### config.mk
export PLATFORM = sky130hd
export DESIGN_NAME = enh_frame_ctrl_flat
export DESIGN_NICKNAME = d
export VERILOG_FILES = /design/src/rtl/enh_frame_ctrl_if.sv /design/src/rtl/enh_frame_ctrl.sv /design/src/flat_wrapper.sv
export SDC_FILE = /design/constraint.sdc
export NUM_CORES = 1
export LEC_CHECK = 0
export BUFFER_PORTS_ARGS = -buffer_cell sky130_fd_sc_hd__buf_4
export CAP_MARGIN = 0
export CORE_MARGIN = 2
export CORE_UTILIZATION = 40
export CTS_CLUSTER_DIAMETER = 100
export DETAILED_ROUTE_END_ITERATION = 10
export PLACE_DENSITY = 0.7
export RECOVER_POWER = 100
export SLEW_MARGIN = 10
export SYNTH_ARGS = -nofsm -noshare
export SYNTH_HDL_FRONTEND = slang
export SYNTH_SLANG_ARGS = --single-unit
### constraint.sdc
create_clock -name HCLK -period 6.25 [get_ports HCLK]
set_clock_uncertainty 0.05 [all_clocks]
set_input_delay 0.625 -clock HCLK [delete_from_list [all_inputs] [get_ports HCLK]]
set_output_delay 0.625 -clock HCLK [all_outputs]
set_load 0.05 [all_outputs]
### src/rtl/enh_frame_ctrl_if.sv
// Signal bundle between a frame requester, enh_frame_ctrl and the pixel read engine.
// Request side:
//   req_valid/req_ready handshake, with req_op, req_value, req_sign and req_thresh as payload.
//   abort cancels the frame in flight.
// Engine side:
//   eng_start is the one-cycle start pulse; eng_op/value/sign/thresh hold the latched config.
//   eng_vsync/eng_hsync/eng_done are the engine status inputs.
// Status: busy, frame_done, err_timeout, err_count, line_cnt, frame_cnt.
// The slave modport is the controller; master is whoever drives requests and models the engine.
interface enh_frame_ctrl_if;
    logic        req_valid;
    logic        req_ready;
    logic [1:0]  req_op;
    logic [7:0]  req_value;
    logic        req_sign;
    logic [7:0]  req_thresh;
    logic        abort;
    logic        eng_start;
    logic [1:0]  eng_op;
    logic [7:0]  eng_value;
    logic        eng_sign;
    logic [7:0]  eng_thresh;
    logic        eng_vsync;
    logic        eng_hsync;
    logic        eng_done;
    logic        busy;
    logic        frame_done;
    logic        err_timeout;
    logic        err_count;
    logic [9:0]  line_cnt;
    logic [15:0] frame_cnt;

    modport slave (
        input  req_valid, req_op, req_value, req_sign, req_thresh, abort,
        input  eng_vsync, eng_hsync, eng_done,
        output req_ready, eng_start, eng_op, eng_value, eng_sign, eng_thresh,
        output busy, frame_done, err_timeout, err_count, line_cnt, frame_cnt
    );

    modport master (
        output req_valid, req_op, req_value, req_sign, req_thresh, abort,
        output eng_vsync, eng_hsync, eng_done,
        input  req_ready, eng_start, eng_op, eng_value, eng_sign, eng_thresh,
        input  busy, frame_done, err_timeout, err_count, line_cnt, frame_cnt
    );
endinterface

### src/rtl/enh_frame_ctrl.sv
// Frame controller for the image enhancement read engine.
// - Accepts one frame request at a time and latches its configuration onto eng_*.
// - Pulses eng_start for one cycle.
// - Tracks pixel-pair beats and completed lines while the engine streams.
// - Reports good completion, a beat-count error or a watchdog timeout as one-cycle pulses.
// Ports:
//   HCLK    - clock, rising edge.
//   HRESETn - synchronous active-low reset.
//   bus     - enh_frame_ctrl_if.slave carrying request, engine and status signals.
// Every output is driven straight from a flop.
module enh_frame_ctrl #(
    parameter int unsigned WIDTH   = 768,
    parameter int unsigned HEIGHT  = 512,
    parameter int unsigned TIMEOUT = 4096
) (
    input  logic               HCLK,
    input  logic               HRESETn,
    enh_frame_ctrl_if.slave    bus
);

    localparam logic [2:0] IDLE      = 3'd0;
    localparam logic [2:0] LOAD      = 3'd1;
    localparam logic [2:0] WAIT_DATA = 3'd2;
    localparam logic [2:0] ACTIVE    = 3'd3;
    localparam logic [2:0] DONE      = 3'd4;

    localparam logic [17:0] BEATS_PER_FRAME = 18'(WIDTH * HEIGHT / 2);
    localparam logic [9:0]  LINE_MAX        = 10'(HEIGHT);
    localparam logic [15:0] WDOG_MAX        = 16'(TIMEOUT);

    logic [2:0]  state_q, state_d;
    logic [17:0] beat_q, beat_d;
    logic [15:0] wdog_q, wdog_d;
    logic [9:0]  line_q, line_d;
    logic        hsync_q;
    logic        expire;
    logic        done_go;
    logic        frame_done_d, err_count_d, err_timeout_d;

    logic        req_ready_q, busy_q, eng_start_q;
    logic        frame_done_q, err_timeout_q, err_count_q;
    logic [15:0] frame_cnt_q;
    logic [1:0]  eng_op_q;
    logic [7:0]  eng_value_q, eng_thresh_q;
    logic        eng_sign_q;

    always_comb begin
        state_d = state_q;
        beat_d  = beat_q;
        wdog_d  = wdog_q;
        line_d  = line_q;
        expire  = 1'b0;
        done_go = 1'b0;
        case (state_q)
            IDLE: begin
                if (bus.req_valid) state_d = LOAD;
            end
            LOAD: begin
                beat_d  = '0;
                wdog_d  = '0;
                line_d  = '0;
                state_d = bus.abort ? IDLE : WAIT_DATA;
            end
            WAIT_DATA, ACTIVE: begin
                // The first hsync in WAIT_DATA is beat 1, so counting is shared by both states.
                if (bus.eng_hsync) begin
                    wdog_d = '0;
                    beat_d = beat_q + 18'd1;
                end else begin
                    wdog_d = wdog_q + 16'd1;
                end
                // A falling edge of hsync closes a line.
                if (state_q == ACTIVE && hsync_q && !bus.eng_hsync && line_q < LINE_MAX) begin
                    line_d = line_q + 10'd1;
                end
                expire = !bus.eng_hsync && (wdog_d == WDOG_MAX);
                if (bus.abort || expire) begin
                    state_d = IDLE;
                end else if (state_q == WAIT_DATA) begin
                    if (bus.eng_hsync) state_d = ACTIVE;
                end else if (bus.eng_done) begin
                    state_d = DONE;
                    done_go = 1'b1;
                end
            end
            DONE: begin
                state_d = IDLE;
            end
            default: begin
                state_d = IDLE;
            end
        endcase
    end

    // Pulses land in the cycle the FSM enters DONE / returns to IDLE; abort suppresses all.
    assign err_timeout_d = expire && !bus.abort;
    assign frame_done_d  = done_go && (beat_d == BEATS_PER_FRAME);
    assign err_count_d   = done_go && (beat_d != BEATS_PER_FRAME);

    always_ff @(posedge HCLK) begin
        if (!HRESETn) begin
            state_q       <= IDLE;
            beat_q        <= '0;
            wdog_q        <= '0;
            line_q        <= '0;
            hsync_q       <= 1'b0;
            req_ready_q   <= 1'b0;
            busy_q        <= 1'b0;
            eng_start_q   <= 1'b0;
            frame_done_q  <= 1'b0;
            err_timeout_q <= 1'b0;
            err_count_q   <= 1'b0;
            frame_cnt_q   <= '0;
            eng_op_q      <= '0;
            eng_value_q   <= '0;
            eng_sign_q    <= 1'b0;
            eng_thresh_q  <= '0;
        end else begin
            state_q       <= state_d;
            beat_q        <= beat_d;
            wdog_q        <= wdog_d;
            line_q        <= line_d;
            hsync_q       <= bus.eng_hsync;
            // Status flops are loaded from the next state so they line up with state_q.
            req_ready_q   <= (state_d == IDLE);
            busy_q        <= (state_d != IDLE);
            eng_start_q   <= (state_d == LOAD);
            frame_done_q  <= frame_done_d;
            err_timeout_q <= err_timeout_d;
            err_count_q   <= err_count_d;
            frame_cnt_q   <= frame_cnt_q + {15'd0, frame_done_d};
            if (state_q == IDLE && bus.req_valid) begin
                eng_op_q     <= bus.req_op;
                eng_value_q  <= bus.req_value;
                eng_sign_q   <= bus.req_sign;
                eng_thresh_q <= bus.req_thresh;
            end
        end
    end

    assign bus.req_ready   = req_ready_q;
    assign bus.busy        = busy_q;
    assign bus.eng_start   = eng_start_q;
    assign bus.frame_done  = frame_done_q;
    assign bus.err_timeout = err_timeout_q;
    assign bus.err_count   = err_count_q;
    assign bus.line_cnt    = line_q;
    assign bus.frame_cnt   = frame_cnt_q;
    assign bus.eng_op      = eng_op_q;
    assign bus.eng_value   = eng_value_q;
    assign bus.eng_sign    = eng_sign_q;
    assign bus.eng_thresh  = eng_thresh_q;

endmodule

### src/flat_wrapper.sv
// flat-port wrapper written by rule: the top's interface ports become plain ports
module enh_frame_ctrl_flat 
#(
    parameter int unsigned WIDTH   = 768,
    parameter int unsigned HEIGHT  = 512,
    parameter int unsigned TIMEOUT = 4096
)
  (HCLK, HRESETn, bus_req_valid, bus_req_op, bus_req_value, bus_req_sign, bus_req_thresh, bus_abort, bus_eng_vsync, bus_eng_hsync, bus_eng_done, bus_req_ready, bus_eng_start, bus_eng_op, bus_eng_value, bus_eng_sign, bus_eng_thresh, bus_busy, bus_frame_done, bus_err_timeout, bus_err_count, bus_line_cnt, bus_frame_cnt);
  enh_frame_ctrl_if bus_i ();
  input  logic HCLK;
  input  logic HRESETn;
  input wire logic [$bits(bus_i.req_valid)-1:0] bus_req_valid;
  input wire logic [$bits(bus_i.req_op)-1:0] bus_req_op;
  input wire logic [$bits(bus_i.req_value)-1:0] bus_req_value;
  input wire logic [$bits(bus_i.req_sign)-1:0] bus_req_sign;
  input wire logic [$bits(bus_i.req_thresh)-1:0] bus_req_thresh;
  input wire logic [$bits(bus_i.abort)-1:0] bus_abort;
  input wire logic [$bits(bus_i.eng_vsync)-1:0] bus_eng_vsync;
  input wire logic [$bits(bus_i.eng_hsync)-1:0] bus_eng_hsync;
  input wire logic [$bits(bus_i.eng_done)-1:0] bus_eng_done;
  output wire logic [$bits(bus_i.req_ready)-1:0] bus_req_ready;
  output wire logic [$bits(bus_i.eng_start)-1:0] bus_eng_start;
  output wire logic [$bits(bus_i.eng_op)-1:0] bus_eng_op;
  output wire logic [$bits(bus_i.eng_value)-1:0] bus_eng_value;
  output wire logic [$bits(bus_i.eng_sign)-1:0] bus_eng_sign;
  output wire logic [$bits(bus_i.eng_thresh)-1:0] bus_eng_thresh;
  output wire logic [$bits(bus_i.busy)-1:0] bus_busy;
  output wire logic [$bits(bus_i.frame_done)-1:0] bus_frame_done;
  output wire logic [$bits(bus_i.err_timeout)-1:0] bus_err_timeout;
  output wire logic [$bits(bus_i.err_count)-1:0] bus_err_count;
  output wire logic [$bits(bus_i.line_cnt)-1:0] bus_line_cnt;
  output wire logic [$bits(bus_i.frame_cnt)-1:0] bus_frame_cnt;
  assign bus_i.req_valid = bus_req_valid;
  assign bus_i.req_op = bus_req_op;
  assign bus_i.req_value = bus_req_value;
  assign bus_i.req_sign = bus_req_sign;
  assign bus_i.req_thresh = bus_req_thresh;
  assign bus_i.abort = bus_abort;
  assign bus_i.eng_vsync = bus_eng_vsync;
  assign bus_i.eng_hsync = bus_eng_hsync;
  assign bus_i.eng_done = bus_eng_done;
  assign bus_req_ready = bus_i.req_ready;
  assign bus_eng_start = bus_i.eng_start;
  assign bus_eng_op = bus_i.eng_op;
  assign bus_eng_value = bus_i.eng_value;
  assign bus_eng_sign = bus_i.eng_sign;
  assign bus_eng_thresh = bus_i.eng_thresh;
  assign bus_busy = bus_i.busy;
  assign bus_frame_done = bus_i.frame_done;
  assign bus_err_timeout = bus_i.err_timeout;
  assign bus_err_count = bus_i.err_count;
  assign bus_line_cnt = bus_i.line_cnt;
  assign bus_frame_cnt = bus_i.frame_cnt;
  enh_frame_ctrl #(.WIDTH(WIDTH), .HEIGHT(HEIGHT), .TIMEOUT(TIMEOUT)) u_core (.HCLK(HCLK), .HRESETn(HRESETn), .bus(bus_i));
endmodule
-- After elaboration in Yosys (flattened, before gate mapping)
Cells that the tools add are included.
- output and inout port bits: 51
- logic and storage cells: 65
- register bits after elaboration: 89
- bits of input ports: 26
- add/sub/neg operators: 4
- reductions and logical operators: 17
- muxes and demuxes: 19
- equal/unequal tests: 8
- magnitude comparators: 1
- operators with widths (operator ; count):
    18-bit one-hot mux with 2 select lines ; 1
    16-bit two-way mux ; 2
    16-bit one-hot mux with 2 select lines ; 1
    10-bit one-hot mux with 2 select lines ; 1
    18-bit by 1-bit adder with 18-bit output, second input constant ; 1
    18-bit equality test, second input constant ; 1
    18-bit two-way mux ; 1
    18-bit != test, second input constant ; 1
    16-bit by 1-bit adder with 16-bit output ; 1
    16-bit by 1-bit adder with 16-bit output, second input constant ; 1
    16-bit by 13-bit equality test with 1-bit output, second input constant ; 1
    3-bit two-way mux ; 5
    10-bit by 1-bit adder with 10-bit output, second input constant ; 1
    10-bit less-than comparator, second input constant ; 1
    10-bit two-way mux ; 1
    3-bit one-hot mux with 3 select lines ; 1
    1-bit logical AND ; 8
    3-bit by 1-bit equality test with 1-bit output, second input constant ; 2
    3-bit by 2-bit equality test with 1-bit output, second input constant ; 2
    3-bit logical NOT ; 2
    1-bit two-way mux ; 5
    3-bit nonzero test ; 1
    1-bit logical NOT ; 2
    2-bit two-way mux ; 1
    5 further kinds ; 5

-- Depth between registers and ports, before layout
- depth in word-level cells: 10
- gate-level depth with buffers: 17
- mapped depth without buffers: 14

-- Least setup slack after synthesis
No wires, ideal clock.
- path kind: input to register
- from: in bus_eng_hsync
- to: reg u_core.frame_cnt_q[14], in the netlist u_core.bus.frame_cnt[14]
- data required time: 6130 ps
- setup time: 70 ps
- slack: 2576 ps
- buffers on the path: 1
- arrival: 3553 ps
- cell stages on the path: 14
- cell sequence: and3_1 -> or4b_1 -> mux2i_1 -> nor4_2 -> o2111ai_1 -> or4_4 -> nor2_1 -> ha_1 -> ha_1 -> and2_1 -> clkbuf_1 -> nand2_1 -> or3_1 -> a21oi_1
- word-level cells in the longest chain between the ends: 9
- elaborated cells between the ends (all ways): 13
- those cells by class: add/sub (1); eq/ne (2); mux (6); reduce/logical (4)
- RTL lines (item ; line ; RTL):
    from (decl) ; flat_wrapper.sv:19 ; input wire logic [$bits(bus_i.eng_hsync)-1:0] bus_eng_hsync;
    16-bit two-way mux ; enh_frame_ctrl.sv:66 ; if (bus.eng_hsync) begin
    16-bit two-way mux ; enh_frame_ctrl.sv:54 ; case (state_q)
    16-bit by 13-bit equality test with 1-bit output ; enh_frame_ctrl.sv:76 ; expire = !bus.eng_hsync && (wdog_d == WDOG_MAX);
    1-bit logical AND ; enh_frame_ctrl.sv:76 ;
    1-bit logical OR ; enh_frame_ctrl.sv:77 ; if (bus.abort || expire) begin
    1-bit two-way mux ; enh_frame_ctrl.sv:77 ;
    1-bit two-way mux ; enh_frame_ctrl.sv:54 ;
    1-bit logical AND * ; enh_frame_ctrl.sv:97 ; assign frame_done_d = done_go && (beat_d == BEATS_PER_FRAME);
    net u_core.frame_done_d ; enh_frame_ctrl.sv:38 ; logic frame_done_d, err_count_d, err_timeout_d;
    16-bit by 1-bit adder with 16-bit output * ; enh_frame_ctrl.sv:131 ; frame_cnt_q <= frame_cnt_q + {15'd0, frame_done_d};
    to (signal assigned) ; enh_frame_ctrl.sv:131 ;
    to (decl) ; enh_frame_ctrl.sv:42 ; logic [15:0] frame_cnt_q;
Mark *: on every way through the listed nets, which the timed path passes. The rest lies on a longest branch. The select of a mux whose other input is x is not followed.
A chain may end at the register's enable or synchronous reset.

-- Worst setup path after layout
- from: reg u_core.state_q[1]
- to: reg u_core.frame_cnt_q[14], in the netlist u_core.bus.frame_cnt[14]
- word-level cells in the longest chain between the ends: 6
- elaborated cells between the ends (all ways): 11
- those cells by class: add/sub (1); eq/ne (4); mux (4); reduce/logical (2)
- RTL lines (item ; line ; RTL):
    from (decl) ; enh_frame_ctrl.sv:31 ; logic [2:0] state_q, state_d;
    from (signal assigned) ; enh_frame_ctrl.sv:119 ; state_q <= state_d;
    3-bit by 2-bit equality test with 1-bit output (on tied branches) ; enh_frame_ctrl.sv:54, enh_frame_ctrl.sv:79 ;
    2-bit OR reduction or 1-bit two-way mux (tied branches) ; enh_frame_ctrl.sv:54, enh_frame_ctrl.sv:79 ;
    18-bit one-hot mux with 2 select lines or 1-bit two-way mux (tied branches) ; enh_frame_ctrl.sv:54, enh_frame_ctrl.sv:77 ;
    18-bit equality test or 1-bit two-way mux (tied branches) ; enh_frame_ctrl.sv:97, enh_frame_ctrl.sv:54 ;
    1-bit logical AND * ; enh_frame_ctrl.sv:97 ;
    net u_core.frame_done_d ; enh_frame_ctrl.sv:38 ;
    16-bit by 1-bit adder with 16-bit output * ; enh_frame_ctrl.sv:131 ;
Mark *: on every way through the listed nets, which the timed path passes. The rest lies on a longest branch.

==> results.cfg <==
[die]
die_x_um = 107
rows = 37
initial_utilization_pct = 41.3
die_y_um = 107
pin_count = 77
fp.coreArea_sq_um = 10300
die_area_sq_um = 11500

[routing]
drc_errors = 0
firstDrtPassIters = 4
drt-initial-drc-count = 155
drt-wirelength-per-cell_um = 13.7
vias_per_cell = 5.35
vias = 3881
wirelength_um = 9960
drt.antenna.violating_nets = 0

[synthesis]
synth_enable_flop_cells = 0
ys_ff_latch = 89
synth_top_family_by_area = simple AND/OR/NAND/NOR gates
synth_compound_area_share_pct = 14.3
synth.cell_area_sq_um = 4260
ys_seq_area_share_pct = 41.8
synth_fa_ha_area_share_pct = 1.47
synth_ff_type = dfxtp_1
synthMuxAreaShare_pct = 1.94
synthCells = 529
async_flop_share_pct = 0
yosys.area_share.simple_pct = 31.2
synthesis.area_per_instance_sq_um = 8.05
synth_cell_types = 52
yosys_warnings = 0
synth_xor_area_share_pct = 5.14
syn_nets = 560

[timing]
slew_viol_final = 0
rsz0062_at_grt = no
setup_tns_ns = 0
finalSetupViolCount = 0
slew_headroom_pct = 29.3
final_hold_viol_count = 0
max_freq_mhz = 220
min_period_ns = 4.54
tightest_slew_ns = 1.06
timing.final.crit_share_pct = 72.7

[place]
port_buffers = 75
dp_hpwl_um = 6940
gp_congestion = 0.875

[worst_setup_path]
worstPathArrival_ns = 4.78
crit_path_end_kind = flop
worstSetupPathType = reg -> reg
start_kind = flop
path_max_fanout = 17
r2r_start = u_core.state_q[1]
startpoint = u_core.state_q[1]
reg2reg_slack_ns = 1.71
cp_data_required_time_ns = 6.49
r2r_cells = 13
reg2reg_to = u_core.bus.frame_cnt[14]

[layout]
multi_input_area_sq_um = 2290
nFillCells = 1039
antenna_cells_inserted = 0
final_cell_mix = dfxtp_1, nand2_1, nor2_1
final_util_pct = 46.8
layout.nets = 616
final-seq-area_sq_um = 1780
drive_gt1_share_pct = 8.64
final_common_cell = dfxtp_1
area_growth_pct = 13.5

[pwr]
clockPowerShare_pct = 36.0
p_sw_share_pct = 29.3
seq_power_share_pct = 54.3
ir_drop_v = 0.000137
internal-power_uw = 761
p_per_area_nw_per_um2 = 223
combPwrFrac_pct = 9.7
p_switching_uw = 316
leakage_uw = 0.00176
power_uw = 1080

[clock_tree]
post_cts_resized = 0
cts_tree = done
clock_sinks = 89
cts_root_buf = clkbuf_8
htree_levels = 3
clock_latency_ns = 0.36
cts_setup_buffers = 0
clk_pin_slew_ns = 0.10
cts.hold.buffers_added = 0
numCtsBuffers = 9
cts.path.max_buffers = 2

[worst_hold_path]
min_from = u_core.bus.eng_thresh[7]
min_to = u_core.bus.eng_thresh[7]
hold_class = reg -> reg
min_path_cells = 2

[global_routing]
overflow = 0
antenna_found_initial = 0
grt_max_degree = 68
first_global_vias = 3699
grt_pass1_wl_um = 16500
gr-usage-all-layers_pct = 17.6

[run]
maxCapViolCount = 0

[status]
status = complete, no violations
==> layer usage <==
metal | vias up | share of wire (%) | GRT usage, %
met5 | - | 0 | 0
met4 | 0 | 1.8 | 7.70
li1 | 1974 | - | -
met2 | 83 | 49 | 30.8
met3 | 12 | 4.0 | 3.47
met1 | 1812 | 45 | 20.9
==> worst max-delay path by stage <==
stage,endpoint,slack (ns)
2_1_floorplan,u_core.bus.frame_cnt[14],2.58
3_3_place_gp,u_core.bus.frame_cnt[14],1.92
3_5_place_dp,u_core.bus.frame_cnt[14],1.85
4_1_cts,u_core.bus.frame_cnt[14],1.79
5_1_grt,u_core.bus.frame_cnt[14],1.22
6_report,u_core.bus.frame_cnt[14],1.71
==> critical path: stages (launching register included) <==
cell and delay (ns):
dfxtp_1 0.49, nor2b_1 0.88, nand2_1 0.32, a222oi_1 0.38, a31o_1 0.19, nand4_1 0.09, or4_1 0.58, nor2_1 0.15
ha_1 0.22, ha_1 0.20, and2_0 0.34, nand2_1 0.11, or3_1 0.31, a21oi_1 0.15
==> cell families after synthesis <==
group                    count (synthesis)
flip-flops                              89
AND/OR/NAND/NOR                        263
multiplexers                             8
AO/OA/AOI/OAI                          101
XOR/XNOR                                25
buffers and inverters                   38
adder cells (fa/ha/maj)                  5
==> through the flow <==
step | std cells | area, sq um | hold WS [ns] | setup slack (ns)
floorplan | 529 | 4260 | 0.425 | 2.58
global placement | 710 | 4850 | 0.393 | 1.92
detailed placement | 710 | 4850 | 0.401 | 1.85
CTS | 726 | 5040 | 0.418 | 1.79
global route | 726 | 4840 | 0.434 | 1.22
finish | 726 | 4840 | 0.412 | 1.71
==> area by class of cell <==
type | instances | share of cell area (%)
multi-input cells | 402 | 47.3
flip-flops and latches | 89 | 36.8
repair buffers | 77 | 7.92
well taps | 136 | 3.52
clock buffers | 9 | 2.56
clock inverters | 7 | 1.37
inverters | 6 | 0.466
==> cell usage after synthesis, types with 2 or more instances <==
cell type / number / area share, %
nor2b_1: 3 / 0.44
and2_1: 11 / 1.6
nor2_1: 64 / 5.6
xor2_1: 19 / 3.9
o21a_1: 5 / 0.88
and3_1: 16 / 2.4
or4b_2: 2 / 0.47
o21bai_1: 2 / 0.35
nor4_1: 3 / 0.44
nor4b_1: 2 / 0.41
clkbuf_1: 21 / 1.9
or2_2: 3 / 0.44
o21ai_0: 19 / 2.2
buf_2: 7 / 0.82
o22ai_1: 2 / 0.29
dfxtp_1: 89 / 42
o211ai_1: 3 / 0.53
a22oi_1: 6 / 1.1
inv_1: 6 / 0.53
nand2_1: 77 / 6.8
a311oi_1: 4 / 0.82
xnor2_1: 6 / 1.2
a31oi_1: 3 / 0.44
nand3_1: 26 / 3.1
mux2i_1: 6 / 1.4
mux2_2: 2 / 0.53
nand4_1: 17 / 2.5
a21oi_1: 48 / 5.6
or3_1: 8 / 1.2
nand2b_1: 5 / 0.73
buf_6: 3 / 0.79
ha_1: 5 / 1.5
nor3_1: 6 / 0.71
and4_1: 12 / 2.5
==> power by group through the flow <==
stage                     Sequential (uW)  Combinational (uW)  Clock (uW)
final                                 585                 105         388
after global routing                  586                 114         417
after CTS                             585                 114         400
after detailed placement              598                 114           0
after global placement                597                 113           0
after floorplan                       629                44.8           0
==> sequential cells by signal, indices dropped and copies added, names as in the netlist <==
register,count
u_core.beat_q,18
u_core.bus.busy,1
u_core.bus.eng_op,2
u_core.bus.eng_sign,1
u_core.bus.eng_start,1
u_core.bus.eng_thresh,8
u_core.bus.eng_value,8
u_core.bus.err_count,1
u_core.bus.err_timeout,1
u_core.bus.frame_cnt,16
u_core.bus.frame_done,1
u_core.bus.line_cnt,10
u_core.bus.req_ready,1
u_core.hsync_q,1
u_core.state_q,3
u_core.wdog_q,16
(Power assumes the default switching activity.)
